**src/rtl/iic_adc_sched.sv**
```systemverilog
// IIC ADC scheduler: one config write after power-up, then periodic reads.
// Optional watchdog on stuck transactions when IIC_TIMEOUT_EN is defined.
module iic_adc_sched #(
  parameter int         INIT_DLY  = 500,
  parameter int         PERIOD    = 12000,
  parameter logic [7:0] CFG_BYTE  = 8'h84,
  parameter int         MAX_RETRY = 3,
  parameter int         TIMEOUT   = 4000
) (
  input  logic        clk,
  input  logic        rst_n,
  output logic        m_wr_req,
  output logic        m_rd_req,
  output logic [7:0]  m_cfg_data,
  input  logic        m_done,
  input  logic        m_ack_err,
  input  logic [15:0] m_ad_voltage,
  output logic [15:0] ad_voltage_valid,
  output logic        sample_vld,
  output logic        fault,
  output logic [7:0]  err_cnt
);

  localparam logic [2:0] INIT_WAIT = 3'd0;
  localparam logic [2:0] CFG       = 3'd1;
  localparam logic [2:0] RUN_WAIT  = 3'd2;
  localparam logic [2:0] RD        = 3'd3;
  localparam logic [2:0] FAULT     = 3'd4;

  logic [2:0]  state;
  logic [31:0] cnt;
  logic [31:0] pcnt;
  logic [7:0]  rcnt;
  logic        busy;
  logic        tick;
  logic        tmo;
  logic        ok;
  logic        bad;
  logic        last;

  assign busy = m_wr_req | m_rd_req;
  assign tick = (pcnt == 32'(PERIOD - 1));
  assign last = ({24'd0, rcnt} == 32'(MAX_RETRY - 1));

`ifdef IIC_TIMEOUT_EN
  logic [31:0] wd;

  assign tmo = busy & (wd == 32'(TIMEOUT - 1));

  always_ff @(posedge clk or negedge rst_n) begin
    if (!rst_n) begin
      wd <= '0;
    end else if (busy && !(ok || bad)) begin
      wd <= wd + 32'd1;
    end else begin
      wd <= '0;
    end
  end
`else
  logic unused_tmo;

  assign unused_tmo = ^32'(TIMEOUT);
  assign tmo = 1'b0;
`endif

  // m_done wins over a watchdog expiry in the same cycle
  assign ok  = busy & m_done & ~m_ack_err;
  assign bad = busy & ((m_done & m_ack_err) | (~m_done & tmo));

  always_ff @(posedge clk or negedge rst_n) begin
    if (!rst_n) begin
      state            <= INIT_WAIT;
      cnt              <= '0;
      pcnt             <= '0;
      rcnt             <= '0;
      m_wr_req         <= 1'b0;
      m_rd_req         <= 1'b0;
      m_cfg_data       <= CFG_BYTE;
      ad_voltage_valid <= '0;
      sample_vld       <= 1'b0;
      fault            <= 1'b0;
      err_cnt          <= '0;
    end else begin
      sample_vld <= 1'b0;
      if (state == RUN_WAIT || state == RD) begin
        pcnt <= tick ? '0 : pcnt + 32'd1;
      end
      if (bad) begin
        if (err_cnt != 8'hFF) err_cnt <= err_cnt + 8'd1;
        rcnt <= rcnt + 8'd1;
      end
      unique case (state)
        INIT_WAIT: begin
          if (cnt == 32'(INIT_DLY - 1)) begin
            state      <= CFG;
            cnt        <= '0;
            m_wr_req   <= 1'b1;
            m_cfg_data <= CFG_BYTE;
          end else begin
            cnt <= cnt + 32'd1;
          end
        end
        CFG: begin
          if (ok) begin
            m_wr_req <= 1'b0;
            rcnt     <= '0;
            pcnt     <= '0;
            state    <= RUN_WAIT;
          end else if (bad) begin
            m_wr_req <= 1'b0;
            if (last) begin
              state <= FAULT;
              fault <= 1'b1;
            end
          end else if (!m_wr_req) begin
            m_wr_req <= 1'b1;
          end
        end
        RUN_WAIT: begin
          if (tick) begin
            state    <= RD;
            m_rd_req <= 1'b1;
          end
        end
        RD: begin
          if (ok) begin
            m_rd_req <= 1'b0;
            rcnt     <= '0;
            state    <= RUN_WAIT;
            if (m_ad_voltage != 16'd0) begin
              ad_voltage_valid <= m_ad_voltage;
              sample_vld       <= 1'b1;
            end
          end else if (bad) begin
            m_rd_req <= 1'b0;
            if (last) begin
              state <= FAULT;
              fault <= 1'b1;
            end else begin
              state <= RUN_WAIT;
            end
          end
        end
        FAULT: begin
          m_wr_req <= 1'b0;
          m_rd_req <= 1'b0;
          fault    <= 1'b1;
        end
        default: begin
          state    <= FAULT;
          m_wr_req <= 1'b0;
          m_rd_req <= 1'b0;
          fault    <= 1'b1;
        end
      endcase
    end
  end

endmodule
```
**config.mk**
```make
export PLATFORM = sky130hd
export DESIGN_NAME = iic_adc_sched
export DESIGN_NICKNAME = d
export VERILOG_FILES = /design/src/rtl/iic_adc_sched.sv
export SDC_FILE = /design/constraint.sdc
export NUM_CORES = 1
export LEC_CHECK = 0
export ABC_AREA = 1
export ABC_CLOCK_PERIOD_IN_PS = 3350
export BUFFER_PORTS_ARGS = -buffer_cell sky130_fd_sc_hd__buf_2
export CAP_MARGIN = 10
export CORE_UTILIZATION = 40
export CTS_BUF_LIST = sky130_fd_sc_hd__clkbuf_8
export CTS_CLUSTER_SIZE = 30
export DETAILED_ROUTE_END_ITERATION = 8
export PLACE_DENSITY = 0.55
export SYNTH_ARGS = -nofsm -noshare
export SYNTH_HDL_FRONTEND = slang
export SYNTH_SLANG_ARGS = --single-unit
```
**constraint.sdc**
```tcl
create_clock -name clk -period 3.35 [get_ports clk]
set_clock_uncertainty 0.15 [all_clocks]
set_input_delay 0.335 -clock clk [delete_from_list [all_inputs] [get_ports clk]]
set_output_delay 0.335 -clock clk [all_outputs]
set_load 0.05 [all_outputs]
```
==> impl_metrics.json <==
{
  "outcome": "finished clean",
  "synthTopCellsByArea": "dfrtp_1, nand2_1, nor2_1",
  "synth.largest_area_cell": "dfrtp_1",
  "syn_to_final_growth_pct": 10.9,
  "cts.sinks": 103,
  "grt_first_pass_wirelength_mm": 23.5,
  "maxCapViolations": 0,
  "p_seq_frac": 0.535,
  "synth_area_um2": 6010,
  "fin_cells": 1059,
  "crit_family": "simple AND/OR/NAND/NOR gates",
  "routedWlPerCell_um": 12.8,
  "gp_congestion": 0.835,
  "intPower_mw": 1.78,
  "p_leak_nw": 3.29,
  "grt_usage": 0.185,
  "cts_tree": "yes",
  "overflow": 0,
  "sw_frac_of_total": 0.312,
  "wl_mm": 13.5,
  "portBuffers": 47,
  "clock_latency_ns": 0.38,
  "clkTransAtPathRegs_ns": 0.09,
  "drc": 0,
  "drive_gt1_frac": 0.119,
  "r2r-start": "state[2]$_DFFE_PN0P_",
  "layout_common_cells": "nand2_1, nor2_1, inv_1",
  "die_area_um2": 15500,
  "r2r_cells": 7,
  "fin_ws_ns": 1.08,
  "yosysSeqAreaShare": 0.429,
  "first_global_vias": 5011,
  "layout_commonest_cell": "nand2_1",
  "clockRootBuffer": "clkbuf_8",
  "ctsHtreeMaxLevel": 3,
  "hold_end": "ad_voltage_valid[14]$_DFFE_PN0P_",
  "setup_viol_count_final": 0,
  "clock.fmax_mhz": 441,
  "cpPeakStageDelay_ns": 0.55,
  "finalCritPeriodShare": 0.676,
  "initial_core_util": 0.412,
  "place_hpwl_mm": 10.0,
  "post_cts_buffers": 0,
  "synth_edf_count": 0,
  "nFillCells": 1487,
  "rows": 44,
  "hold_viol": 0,
  "rrSetupSlack_ns": 1.33,
  "combPwrFrac": 0.156,
  "antenna_found_initial": 0,
  "worst_pin_slew_ns": 0.562,
  "vias": 5173,
  "avgSynthCellArea_um2": 7.38,
  "peakVddDrop_mv": 0.395,
  "synth_top_area_share": 0.429,
  "dieWidth_um": 125,
  "synth_flop_cell": "dfrtp_1",
  "numCtsBuffers": 9,
  "worstPathCellList": "dlygate4sd3_1 -> buf_2 -> nor4_1 -> nand3_1 -> nand2_2 -> clkinv_1 -> nand2_1 -> nand2_1",
  "utilization": 0.457,
  "via_per_inst": 4.88,
  "ys_seq_elements": 103,
  "whs_path_depth": 3,
  "ioPinCount": 56,
  "p_sw_mw": 0.806,
  "timing.rr.end": "cnt[16]$_DFFE_PN0P_",
  "dp_slack_ns": 1.36,
  "start_kind": "primary input",
  "fp.dieH_um": 125,
  "drt_iter0_markers": 322,
  "finalSetupTns_ns": 0,
  "p_per_area_nw_per_um2": 388,
  "clkPwrFrac": 0.309,
  "nets": 895,
  "path_class": "in -> reg",
  "crit_slowest_cell": "dlygate4sd3_1",
  "core_um2": 14600,
  "dr.pass1.iters": 5,
  "end_kind": "flip-flop",
  "max-slew-margin-rel": 0.625,
  "holdWs_ns": 0.0321,
  "worst-path-max-fanout": 25,
  "hold_class": "in -> reg",
  "yosys_warnings": 0,
  "antenna_left": 0,
  "hold_start": "m_ad_voltage[14]",
  "yosys.cell_types.count": 39,
  "slew_violations": 0,
  "clock_path_buffers": 2,
  "crit_required_ns": 3.47,
  "rsz0062_at_grt": "false",
  "dp.cells": 1036,
  "crit_path_frequent_cell": "nand2_1",
  "worst-path-buf-inv": 3,
  "syn_inst": 815,
  "async_flop_share": 1.00,
  "cts-resized-gates": 0,
  "cp.arrival_ns": 2.39,
  "cts_hold_buf": 7,
  "final.min_clock_period_ns": 2.27,
  "diodes": 0,
  "grt_max_degree": 63
}
## cells in the mapped netlist, types with 6 or more instances
cell type / count
nand2_1: 223
nor2_1: 120
inv_1: 108
dfrtp_1: 103
nand3_1: 52
nor3_1: 36
xor2_1: 33
o21ai_0: 20
nand4_1: 17
a21oi_1: 13
buf_4: 11
nor2_2: 10
xnor2_1: 8
nor3_2: 6
## registers in the layout (all words and copies together) (netlist names)
name,count
state,3
cnt,32
ad_voltage_valid,16
fault,1
pcnt,32
m_wr_req,1
m_rd_req,1
rcnt,8
err_cnt,8
sample_vld,1
## cell type report
type	count	area, um2	area share
multi-input combinational	587	2900	0.436
sequential	103	2580	0.387
inverter	113	424	0.0636
timing repair buffer	56	335	0.0503
tap	184	230	0.0345
clock buffer	9	124	0.0186
clock inverter	7	71.3	0.0107
## logic make-up after synthesis
logic type | after synthesis | share of synthesized area
and+or+nand+nor | 491 | 0.370
buffers and inverters | 131 | 0.0922
DFF | 103 | 0.429
AOI/OAI and AO/OA | 42 | 0.0375
xor gates and xnor gates | 41 | 0.0597
adders and majority gates | 5 | 0.0104
other | 2 | 0.00125
## routing by layer
layer	track usage	vias to the layer above	part of all wire	wire length, um
li1	-	2646	-	-
met1	0.253	2428	0.48	6490
met2	0.294	82	0.47	6410
met3	0.0425	17	0.032	437
met4	0.0524	0	0.014	195
met5	0	-	0	0
## worst reg2reg max path: stages, from the launching register on
cell	delay (ns)
dfrtp_1	0.47
nor2_1	0.23
inv_2	0.09
nor2_4	0.32
buf_4	0.30
nand3_1	0.13
xor2_1	0.17
inv_1	0.05
## power by group through the flow
stage	Clock [mW]	Combinational, mW	Sequential, mW
floorplan	0	0.193	1.50
global placement	0	0.397	1.40
detailed placement	0	0.401	1.41
CTS	0.844	0.409	1.38
global route	0.885	0.448	1.39
finish	0.799	0.403	1.38
## worst max path at each step
stage / startpoint / to / slack [ns] / cells past startpoint
after floorplan: err_cnt[1]$_DFFE_PN0P_ / err_cnt[2]$_DFFE_PN0P_ / 1.36 / 8
after global placement: state[2]$_DFFE_PN0P_ / m_wr_req$_DFFE_PN0P_ / 1.37 / 7
after detailed placement: state[2]$_DFFE_PN0P_ / cnt[6]$_DFFE_PN0P_ / 1.36 / 8
after CTS: m_ad_voltage[9] / ad_voltage_valid[15]$_DFFE_PN0P_ / 1.30 / 8
after global routing: m_ad_voltage[12] / ad_voltage_valid[15]$_DFFE_PN0P_ / 1.0 / 8
final: m_ad_voltage[13] / ad_voltage_valid[15]$_DFFE_PN0P_ / 1.08 / 8
## stage by stage
step | total power, mW | cell area, um2
after detailed placement | 1.81 | 6400
after floorplan | 1.69 | 6030
after global placement | 1.80 | 6400
after global routing | 2.73 | 6670
final | 2.58 | 6670
after CTS | 2.63 | 6670
Note: power is estimated with default switching activity, not from simulation.
